File: config.mk
export PLATFORM = sky130hd
export DESIGN_NAME = mips_mc_control_p
export DESIGN_NICKNAME = d
export VERILOG_FILES = /design/src/rtl/mips_ctrl_pkg.sv /design/src/rtl/mips_mc_ctrl_decode.sv /design/src/rtl/mips_mc_control_p.sv
export SDC_FILE = /design/constraint.sdc
export NUM_CORES = 1
export LEC_CHECK = 0
export ABC_AREA = 1
export CAP_MARGIN = 20
export CORE_ASPECT_RATIO = 1.4
export CORE_MARGIN = 2
export CORE_UTILIZATION = 47
export DETAILED_ROUTE_END_ITERATION = 6
export HOLD_SLACK_MARGIN = 0.1
export PLACE_DENSITY_LB_ADDON = 0.15
export REMOVE_ABC_BUFFERS = 1
export SYNTH_ARGS = -nofsm -noshare
export SYNTH_HDL_FRONTEND = slang
export SYNTH_SLANG_ARGS = --single-unit
File: constraint.sdc
create_clock -name clk -period 1.58 [get_ports clk]
set_input_delay 0.158 -clock clk [delete_from_list [all_inputs] [get_ports clk]]
set_output_delay 0.158 -clock clk [all_outputs]
set_load 0.1 [all_outputs]
File: src/rtl/mips_ctrl_pkg.sv
// Shared encodings for the multicycle MIPS main control: states, opcodes, mux/ALU codes.
// Latency: none (declarations only).
// Backpressure: none (declarations only).
package mips_ctrl_pkg;

  // Controller states; 4-bit encoding leaves two spare codes that recover to RESET.
  typedef enum logic [3:0] {
    S_RESET     = 4'd0,
    S_FETCH     = 4'd1,
    S_DECODE    = 4'd2,
    S_MEM_ADDR  = 4'd3,
    S_MEM_READ  = 4'd4,
    S_MEM_WB    = 4'd5,
    S_MEM_WRITE = 4'd6,
    S_R_EXEC    = 4'd7,
    S_R_WB      = 4'd8,
    S_BRANCH    = 4'd9,
    S_JUMP      = 4'd10,
    S_I_EXEC    = 4'd11,
    S_I_WB      = 4'd12,
    S_TRAP      = 4'd13
  } state_e;

  // Instruction[31:26] opcodes understood by the controller.
  localparam logic [5:0] OP_RTYPE = 6'b000000;
  localparam logic [5:0] OP_LW    = 6'b100011;
  localparam logic [5:0] OP_SW    = 6'b101011;
  localparam logic [5:0] OP_BEQ   = 6'b000100;
  localparam logic [5:0] OP_BNE   = 6'b000101;
  localparam logic [5:0] OP_J     = 6'b000010;
  localparam logic [5:0] OP_ADDI  = 6'b001000;
  localparam logic [5:0] OP_ANDI  = 6'b001100;
  localparam logic [5:0] OP_ORI   = 6'b001101;
  localparam logic [5:0] OP_SLTI  = 6'b001010;

  // ALUOp codes consumed by ALUcontrol.
  localparam logic [2:0] ALU_ADD   = 3'b000;
  localparam logic [2:0] ALU_SUB   = 3'b001;
  localparam logic [2:0] ALU_FUNCT = 3'b010;
  localparam logic [2:0] ALU_AND   = 3'b011;
  localparam logic [2:0] ALU_OR    = 3'b100;
  localparam logic [2:0] ALU_SLT   = 3'b101;

  // ALU B-operand select.
  localparam logic [1:0] SRCB_REGB   = 2'b00;
  localparam logic [1:0] SRCB_FOUR   = 2'b01;
  localparam logic [1:0] SRCB_IMM    = 2'b10;
  localparam logic [1:0] SRCB_IMM_S2 = 2'b11;

  // PC source select.
  localparam logic [1:0] PCSRC_ALU    = 2'b00;
  localparam logic [1:0] PCSRC_ALUOUT = 2'b01;
  localparam logic [1:0] PCSRC_JUMP   = 2'b10;

  // Trap cause codes.
  localparam logic [1:0] CAUSE_NONE    = 2'b00;
  localparam logic [1:0] CAUSE_ILLEGAL = 2'b01;
  localparam logic [1:0] CAUSE_TIMEOUT = 2'b10;

  // Datapath control word (ALUOp travels separately since its width is a parameter).
  typedef struct packed {
    logic       pc_write_cond;
    logic       pc_write_cond_n;
    logic       pc_write;
    logic       i_or_d;
    logic       mem_read;
    logic       mem_write;
    logic       mem_to_reg;
    logic       ir_write;
    logic [1:0] pc_source;
    logic [1:0] alu_src_b;
    logic       alu_src_a;
    logic       reg_write;
    logic       reg_dst;
    logic       instr_done;
  } ctrl_t;

endpackage

File: src/rtl/mips_mc_ctrl_decode.sv
// Combinational state/opcode/mem_ready to control-word decode for the multicycle controller.
// Latency: zero cycles (pure combinational).
// Backpressure: mem_ready gates the FETCH latch strobes and the store retire pulse.
module mips_mc_ctrl_decode
  import mips_ctrl_pkg::*;
#(
  parameter int OPCODE_W = 6,
  parameter int ALUOP_W  = 3
) (
  input  state_e              state_i,
  input  logic [OPCODE_W-1:0] opcode_i,
  input  logic                mem_ready_i,
  output ctrl_t               ctrl_o,
  output logic [ALUOP_W-1:0]  alu_op_o
);

  // Moore decode of the state, with the handshake-gated strobes folded in.
  always_comb begin
    ctrl_o   = '0;
    alu_op_o = ALUOP_W'(ALU_ADD);
    case (state_i)
      S_FETCH: begin
        ctrl_o.mem_read  = 1'b1;
        ctrl_o.alu_src_b = SRCB_FOUR;
        ctrl_o.pc_source = PCSRC_ALU;
        // IR and PC+4 only latch on the cycle the memory actually returns the word.
        ctrl_o.ir_write  = mem_ready_i;
        ctrl_o.pc_write  = mem_ready_i;
      end
      S_DECODE: begin
        // Precompute the branch target into ALUOut while the opcode is dispatched.
        ctrl_o.alu_src_b = SRCB_IMM_S2;
      end
      S_MEM_ADDR: begin
        ctrl_o.alu_src_a = 1'b1;
        ctrl_o.alu_src_b = SRCB_IMM;
      end
      S_MEM_READ: begin
        ctrl_o.mem_read = 1'b1;
        ctrl_o.i_or_d   = 1'b1;
      end
      S_MEM_WB: begin
        ctrl_o.reg_write  = 1'b1;
        ctrl_o.mem_to_reg = 1'b1;
        ctrl_o.instr_done = 1'b1;
      end
      S_MEM_WRITE: begin
        ctrl_o.mem_write  = 1'b1;
        ctrl_o.i_or_d     = 1'b1;
        ctrl_o.instr_done = mem_ready_i;
      end
      S_R_EXEC: begin
        ctrl_o.alu_src_a = 1'b1;
        ctrl_o.alu_src_b = SRCB_REGB;
        alu_op_o         = ALUOP_W'(ALU_FUNCT);
      end
      S_R_WB: begin
        ctrl_o.reg_write  = 1'b1;
        ctrl_o.reg_dst    = 1'b1;
        ctrl_o.instr_done = 1'b1;
      end
      S_BRANCH: begin
        ctrl_o.alu_src_a       = 1'b1;
        ctrl_o.alu_src_b       = SRCB_REGB;
        ctrl_o.pc_source       = PCSRC_ALUOUT;
        ctrl_o.pc_write_cond   = (opcode_i == OPCODE_W'(OP_BEQ));
        ctrl_o.pc_write_cond_n = (opcode_i == OPCODE_W'(OP_BNE));
        ctrl_o.instr_done      = 1'b1;
        alu_op_o               = ALUOP_W'(ALU_SUB);
      end
      S_JUMP: begin
        ctrl_o.pc_write   = 1'b1;
        ctrl_o.pc_source  = PCSRC_JUMP;
        ctrl_o.instr_done = 1'b1;
      end
      S_I_EXEC: begin
        ctrl_o.alu_src_a = 1'b1;
        ctrl_o.alu_src_b = SRCB_IMM;
        if (opcode_i == OPCODE_W'(OP_ANDI)) begin
          alu_op_o = ALUOP_W'(ALU_AND);
        end else if (opcode_i == OPCODE_W'(OP_ORI)) begin
          alu_op_o = ALUOP_W'(ALU_OR);
        end else if (opcode_i == OPCODE_W'(OP_SLTI)) begin
          alu_op_o = ALUOP_W'(ALU_SLT);
        end else begin
          alu_op_o = ALUOP_W'(ALU_ADD);
        end
      end
      S_I_WB: begin
        ctrl_o.reg_write  = 1'b1;
        ctrl_o.instr_done = 1'b1;
      end
      default: begin
        // RESET, TRAP and spare codes drive an all-quiet datapath.
        ctrl_o   = '0;
        alu_op_o = ALUOP_W'(ALU_ADD);
      end
    endcase
  end

endmodule

File: src/rtl/mips_mc_control_p.sv
// Multicycle MIPS main-control FSM with memory handshake, wait timeout and sticky trap.
// Latency: lw 5, sw/R/I 4, beq/bne/j 3 cycles; each mem_ready=0 wait cycle adds one.
// Backpressure: FETCH/MEM_READ/MEM_WRITE stall on mem_ready=0 and trap after MEM_TIMEOUT waits.
module mips_mc_control_p
  import mips_ctrl_pkg::*;
#(
  parameter int OPCODE_W    = 6,
  parameter int ALUOP_W     = 3,
  parameter int MEM_TIMEOUT = 15,
  parameter int EN_IMM_OPS  = 1
) (
  input  logic                clk,
  input  logic                rst,
  input  logic [OPCODE_W-1:0] opcode,
  input  logic                mem_ready,
  output logic                PCWriteCond,
  output logic                PCWriteCondN,
  output logic                PCWrite,
  output logic                IorD,
  output logic                MemRead,
  output logic                MemWrite,
  output logic                MemtoReg,
  output logic                IRWrite,
  output logic [1:0]          PCSource,
  output logic [ALUOP_W-1:0]  ALUOp,
  output logic [1:0]          ALUSrcB,
  output logic                ALUSrcA,
  output logic                RegWrite,
  output logic                RegDst,
  output logic                instr_done,
  output logic                trap,
  output logic [1:0]          trap_cause
);

  // Wide enough to reach MEM_TIMEOUT; with the timeout disabled the counter may wrap harmlessly.
  localparam int WCNT_W = (MEM_TIMEOUT > 0) ? $clog2(MEM_TIMEOUT + 1) : 1;

  state_e            state_q, state_d;
  logic [WCNT_W-1:0] wait_cnt_q, wait_cnt_d;
  logic              trap_q, trap_d;
  logic [1:0]        trap_cause_q, trap_cause_d;

  ctrl_t             ctrl;
  logic              in_wait_state;
  logic              timeout;
  logic              is_imm_op;

  assign in_wait_state = (state_q == S_FETCH) || (state_q == S_MEM_READ) ||
                         (state_q == S_MEM_WRITE);

  // mem_ready takes priority over an expiring wait count.
  assign timeout = (MEM_TIMEOUT > 0) && !mem_ready &&
                   (wait_cnt_q == WCNT_W'(MEM_TIMEOUT));

  assign is_imm_op = (EN_IMM_OPS != 0) &&
                     ((opcode == OPCODE_W'(OP_ADDI)) || (opcode == OPCODE_W'(OP_ANDI)) ||
                      (opcode == OPCODE_W'(OP_ORI))  || (opcode == OPCODE_W'(OP_SLTI)));

  mips_mc_ctrl_decode #(
    .OPCODE_W (OPCODE_W),
    .ALUOP_W  (ALUOP_W)
  ) u_decode (
    .state_i     (state_q),
    .opcode_i    (opcode),
    .mem_ready_i (mem_ready),
    .ctrl_o      (ctrl),
    .alu_op_o    (ALUOp)
  );

  assign PCWriteCond  = ctrl.pc_write_cond;
  assign PCWriteCondN = ctrl.pc_write_cond_n;
  assign PCWrite      = ctrl.pc_write;
  assign IorD         = ctrl.i_or_d;
  assign MemRead      = ctrl.mem_read;
  assign MemWrite     = ctrl.mem_write;
  assign MemtoReg     = ctrl.mem_to_reg;
  assign IRWrite      = ctrl.ir_write;
  assign PCSource     = ctrl.pc_source;
  assign ALUSrcB      = ctrl.alu_src_b;
  assign ALUSrcA      = ctrl.alu_src_a;
  assign RegWrite     = ctrl.reg_write;
  assign RegDst       = ctrl.reg_dst;
  assign instr_done   = ctrl.instr_done;
  assign trap         = trap_q;
  assign trap_cause   = trap_cause_q;

  // Next-state, trap capture and wait-counter update.
  always_comb begin
    state_d      = state_q;
    trap_d       = trap_q;
    trap_cause_d = trap_cause_q;
    case (state_q)
      S_RESET: state_d = S_FETCH;
      S_FETCH: begin
        if (mem_ready) begin
          state_d = S_DECODE;
        end else if (timeout) begin
          state_d      = S_TRAP;
          trap_d       = 1'b1;
          trap_cause_d = CAUSE_TIMEOUT;
        end
      end
      S_DECODE: begin
        if (opcode == OPCODE_W'(OP_RTYPE)) begin
          state_d = S_R_EXEC;
        end else if ((opcode == OPCODE_W'(OP_LW)) || (opcode == OPCODE_W'(OP_SW))) begin
          state_d = S_MEM_ADDR;
        end else if ((opcode == OPCODE_W'(OP_BEQ)) || (opcode == OPCODE_W'(OP_BNE))) begin
          state_d = S_BRANCH;
        end else if (opcode == OPCODE_W'(OP_J)) begin
          state_d = S_JUMP;
        end else if (is_imm_op) begin
          state_d = S_I_EXEC;
        end else begin
          state_d      = S_TRAP;
          trap_d       = 1'b1;
          trap_cause_d = CAUSE_ILLEGAL;
        end
      end
      S_MEM_ADDR: state_d = (opcode == OPCODE_W'(OP_LW)) ? S_MEM_READ : S_MEM_WRITE;
      S_MEM_READ: begin
        if (mem_ready) begin
          state_d = S_MEM_WB;
        end else if (timeout) begin
          state_d      = S_TRAP;
          trap_d       = 1'b1;
          trap_cause_d = CAUSE_TIMEOUT;
        end
      end
      S_MEM_WRITE: begin
        if (mem_ready) begin
          state_d = S_FETCH;
        end else if (timeout) begin
          state_d      = S_TRAP;
          trap_d       = 1'b1;
          trap_cause_d = CAUSE_TIMEOUT;
        end
      end
      S_MEM_WB: state_d = S_FETCH;
      S_R_EXEC: state_d = S_R_WB;
      S_R_WB:   state_d = S_FETCH;
      S_BRANCH: state_d = S_FETCH;
      S_JUMP:   state_d = S_FETCH;
      S_I_EXEC: state_d = S_I_WB;
      S_I_WB:   state_d = S_FETCH;
      S_TRAP:   state_d = S_TRAP;
      default:  state_d = S_RESET;
    endcase

    // Count consecutive stalled cycles; any state change restarts the count.
    if (state_d != state_q) begin
      wait_cnt_d = '0;
    end else if (in_wait_state && !mem_ready) begin
      wait_cnt_d = wait_cnt_q + WCNT_W'(1);
    end else begin
      wait_cnt_d = wait_cnt_q;
    end
  end

  // State, wait counter and sticky trap registers with synchronous reset.
  always_ff @(posedge clk) begin
    if (rst) begin
      state_q      <= S_RESET;
      wait_cnt_q   <= '0;
      trap_q       <= 1'b0;
      trap_cause_q <= CAUSE_NONE;
    end else begin
      state_q      <= state_d;
      wait_cnt_q   <= wait_cnt_d;
      trap_q       <= trap_d;
      trap_cause_q <= trap_cause_d;
    end
  end

endmodule

==> results.sh, run 1 <==
export IMPL_clock_path_buffers=2
export IMPL_worstEndpointType="sequential cell input"
export IMPL_syn_inst=191
export IMPL_portBuffers=30
export IMPL_die_h_um=60.65
export IMPL_netlist_area_mm2=0.001077
export IMPL_stop_stage="global routing (5_1_grt)"
export IMPL_post_dp_hpwl_um=3010
export IMPL_async_flop_share=0
export IMPL_cts_root_buf="clkbuf_4"
export IMPL_ys_warn_count=0
export IMPL_ys_dominant_reg_cell="dfxtp_1"
export IMPL_grt_max_degree=9
export IMPL_first_error="[ERROR DPL-0038] Utilization greater than 100%, impossible to legalize"
export IMPL_detailedPlace_worstSlack_ns=-0.3242
export IMPL_synth_top_cell_area_share=0.2044
export IMPL_die_x_um=44.46
export IMPL_synth_edf_count=0
export IMPL_io_pins=31
export IMPL_synth_top_cells_by_area="dfxtp_1, nand2_1, nor2_1"
export IMPL_status="aborted with a tool error"
export IMPL_num_rows=20
export IMPL_synth_distinct_cells=22
export IMPL_syn_avg_cell_area_um2=5.640
export IMPL_cts_sinks=11
export IMPL_ys_seq_area_frac=0.2044
export IMPL_synth_seq_cells=11
export IMPL_grt_repair_worst_endpoint="wait_cnt_q[0]$_SDFFE_PP0P_/D"
export IMPL_place_congestion=0.9572
export IMPL_numCtsBuffers=3
export IMPL_synth_top_area_cell="dfxtp_1"
export IMPL_initial_core_util=0.4948
export IMPL_cts_max_level=1
synthesized netlist by cell type, types with 4 or more instances:
| cell | number |
|---|---|
| dfxtp_1 | 11 |
| a21oi_1 | 7 |
| nand4_1 | 4 |
| nor2_2 | 6 |
| nand3_1 | 19 |
| o21ai_0 | 5 |
| nor2_4 | 4 |
| nor2_1 | 31 |
| inv_2 | 7 |
| nand2_1 | 49 |
| nand3_2 | 5 |
| inv_1 | 29 |
kinds of logic after synthesis:
group / share of synthesized area
flip-flops: 0.2044
buffers and inverters: 0.1394
AO/OA/AOI/OAI: 0.07897
multiplexers: 0.009292
adder cells (fa/ha/maj): 0.01161
XOR/XNOR: 0.02439
AND/OR/NAND/NOR: 0.5319
stage by stage:
| stage | std cells | hold WS (ns) | instance area [um2] | TNS [ns] | utilization |
|---|---|---|---|---|---|
| 4_1_cts | 285 | 0.5229 | 2076 | -0.2630 | 0.9534 |
| 3_5_place_dp | 270 | 0.5123 | 1828 | -2.978 | 0.8397 |
| 3_3_place_gp | 270 | 0.4980 | 1828 | -2.038 | 0.8397 |
| 2_1_floorplan | 189 | 0.2271 | 1062 | -13.03 | - |
what timing repair did:
action / CTS
endpoints found under the hold margin: 0
pin swaps: 13
buffers inserted: 11
resized for setup: 58
setup endpoints to repair: 24
hold buffers: 0
==> run 2, diff against run 1 <==
Settings changed: CORE_AREA from default to 2 2 63 65, CORE_ASPECT_RATIO 1.4 to default, CORE_MARGIN 2 to default, CORE_UTILIZATION 47 to default, DIE_AREA from default to 0 0 65 67, HOLD_SLACK_MARGIN 0.1 to default.
==> results.sh, run 2 <==
export IMPL_status="complete, but fails checks"
export IMPL_violations="setup timing"
export IMPL_sequentialPowerShare=0.136
export IMPL_io_pins=31
export IMPL_synth_top_cell_area_share=0.2044
export IMPL_grt_use_total=0.1715
export IMPL_swShare=0.5205
export IMPL_synth_seq_cells=11
export IMPL_place_congestion=0.8159
export IMPL_p_per_area_mw_per_mm2=1254
export IMPL_numCtsBuffers=3
export IMPL_worstSetupPathType="reg -> reg"
export IMPL_synth_top_area_cell="dfxtp_1"
export IMPL_design_area_mm2=0.002305
export IMPL_ys_dominant_reg_cell="dfxtp_1"
export IMPL_tns_ns=-0.7160
export IMPL_clock_path_buffers=2
export IMPL_cp_required_ns=1.75
export IMPL_async_flop_share=0
export IMPL_wl_per_cell_um=11.89
export IMPL_detailedPlace_worstSlack_ns=-0.2957
export IMPL_fin_skew_ns=0.003537
export IMPL_drt_iter0_drc=77
export IMPL_hold_viol=0
export IMPL_setup_ws_ns=-0.07210
export IMPL_period_minus_slack_ns=1.652
export IMPL_drive_gt1_frac=0.5200
export IMPL_cap_violations=0
export IMPL_initial_core_util=0.2988
export IMPL_antenna_cells=0
export IMPL_netlist_area_mm2=0.001077
export IMPL_place_area_mm2=0.001948
export IMPL_core_mm2=0.003606
export IMPL_worstHoldPathCells=2
export IMPL_fin_crit_sh=1.046
export IMPL_synthTopCellsByCount="nand2_1, nor2_1, inv_1"
export IMPL_synth_edf_count=0
export IMPL_rsz0062_at_grt="true"
export IMPL_portBuffers=30
export IMPL_ant_nets=0
export IMPL_syn_avg_cell_area_um2=5.640
export IMPL_grt_pass1_vias=1369
export IMPL_die_x_um=65
export IMPL_fin_nets=286
export IMPL_clkTransAtPathRegs_ns=0.05
export IMPL_tritoncts="yes"
export IMPL_total_power_uw=2889
export IMPL_ir_drop_mv=0.8925
export IMPL_antenna_found_initial=0
export IMPL_synth_most_common_cell="nand2_1"
export IMPL_num_rows=22
export IMPL_dr_pass1_iters=4
export IMPL_ys_seq_area_frac=0.2044
export IMPL_wirelength_um=3842
export IMPL_grt_max_degree=8
export IMPL_slowest_delay_ns=0.37
export IMPL_grt_pass1_wl_um=5920
export IMPL_worst_path_buf_inv=1
export IMPL_dr_total_vias=1469
export IMPL_reg2regPathDepth=11
export IMPL_worstMarginPinSlew_ns=0.3531
export IMPL_crit_top_cell="nand2_1"
export IMPL_clkLatencyLatePin_ns=0.24
export IMPL_final_cell_mix="buf_4, nand2_1, buf_12, inv_1, nor2_1"
export IMPL_die_h_um=67
export IMPL_hold_class="reg -> reg"
export IMPL_pwr_share_clk=0.097
export IMPL_cp_top_family="simple AND/OR/NAND/NOR gates"
export IMPL_internal_power_uw=1385
export IMPL_crit_cells=11
export IMPL_routed_via_density=4.548
export IMPL_slew_violations=0
export IMPL_synth_top_cells_by_area="dfxtp_1, nand2_1, nor2_1"
export IMPL_drc=0
export IMPL_ys_warn_count=0
export IMPL_synth_distinct_cells=22
export IMPL_path_max_fanout=5
export IMPL_slew_headroom=0.7621
export IMPL_die_area_mm2=0.004355
export IMPL_syn_inst=191
export IMPL_cp_start_kind="flop"
export IMPL_cts_sinks=11
export IMPL_whs_ns=0.5248
export IMPL_combPwrFrac=0.767
export IMPL_fmax_mhz=605.3
export IMPL_cts_max_level=1
export IMPL_num_fill_cells=313
export IMPL_path_cells="nor2_2 > inv_2 > nor2_1 > nand2_1 > nand2_1 > nor2_4 > nand3_2 > nand2_1 > nor2_2 > nand3_2 > nor2_1"
export IMPL_critPathCaptureType="flop"
export IMPL_final_common_cell="buf_4"
export IMPL_p_sw_uw=1504
export IMPL_p_leak_uw=0.001134
export IMPL_grt_overflow_total=0
export IMPL_synthToLayoutAreaGrowth_pct=113.9
export IMPL_finalSetupViolCount=17
export IMPL_cp_arrival_ns=1.83
export IMPL_cts_root_buf="clkbuf_8"
export IMPL_timing_critical_path_slowest_stage_cell="dfxtp_4"
export IMPL_post_dp_hpwl_um=2663
==> run 2: final cells by class <==
type,count,area (um2),share of cell area
Inverter,36,142.6,0.06189
Clock inverter,1,5.005,0.002172
Multi-Input combinational cell,142,863.3,0.3746
Tap cell,48,60.06,0.02606
Sequential cell,11,232.7,0.1010
Clock buffer,3,41.29,0.01792
Timing Repair Buffer,82,959.7,0.4164
==> run 2: cell families after synthesis <==
| logic type | count (synthesis) | share of synthesized area |
|---|---|---|
| fa+ha+maj | 1 | 0.01161 |
| compound gates | 16 | 0.07897 |
| mux | 1 | 0.009292 |
| xor+xnor | 3 | 0.02439 |
| flops | 11 | 0.2044 |
| simple gates | 121 | 0.5319 |
| buf+inv | 38 | 0.1394 |
==> run 2: stage by stage <==
step / util / std cells
6_report: 0.6391 / 323
5_1_grt: 0.6391 / 323
4_1_cts: 0.5940 / 316
3_5_place_dp: 0.5403 / 306
3_3_place_gp: 0.5403 / 306
2_1_floorplan: - / 189
==> run 2: layer usage <==
layer  track usage  part of all wire  vias up
met4       0.04787             0.011        0
met3       0.01689             0.036        6
met1        0.2085              0.43      664
met5             0                 0        -
li1              -                 -      762
met2        0.3183              0.53       37
==> run 2: timing repair <==
item / in CTS / in global routing
pin swaps: 11 / 24
hold buffers: 0 / 0
setup endpoints to repair: 22 / 23
buffers inserted: 7 / 7
resized for setup: 46 / 35
==> run 2: tightest hold or removal path: cells and delay by family, from the launching register on <==
family           cells  cell delay [ns]
DFF                  1             0.34
and+or+nand+nor      1             0.07
muxes                1             0.07
==> run 2: worst paths after layout <==
kind         slack, ns       endpoint          start
max              -0.07  wait_cnt_q[3]     state_q[2]
min               0.52  wait_cnt_q[1]  wait_cnt_q[1]
max reg2reg      -0.07  wait_cnt_q[3]     state_q[2]
min reg2reg       0.52  wait_cnt_q[1]  wait_cnt_q[1]
==> run 2: power by group through the flow <==
| stage | combinational, uW | sequential (uW) | clock, uW |
|---|---|---|---|
| floorplan | 1000 | 510 | 0 |
| global placement | 1950 | 384 | 0 |
| detailed placement | 1950 | 381 | 0 |
| CTS | 2090 | 390 | 287 |
| global route | 2330 | 398 | 301 |
| finish | 2210 | 393 | 281 |
No activity file was read; power rests on OpenSTA's default activity.
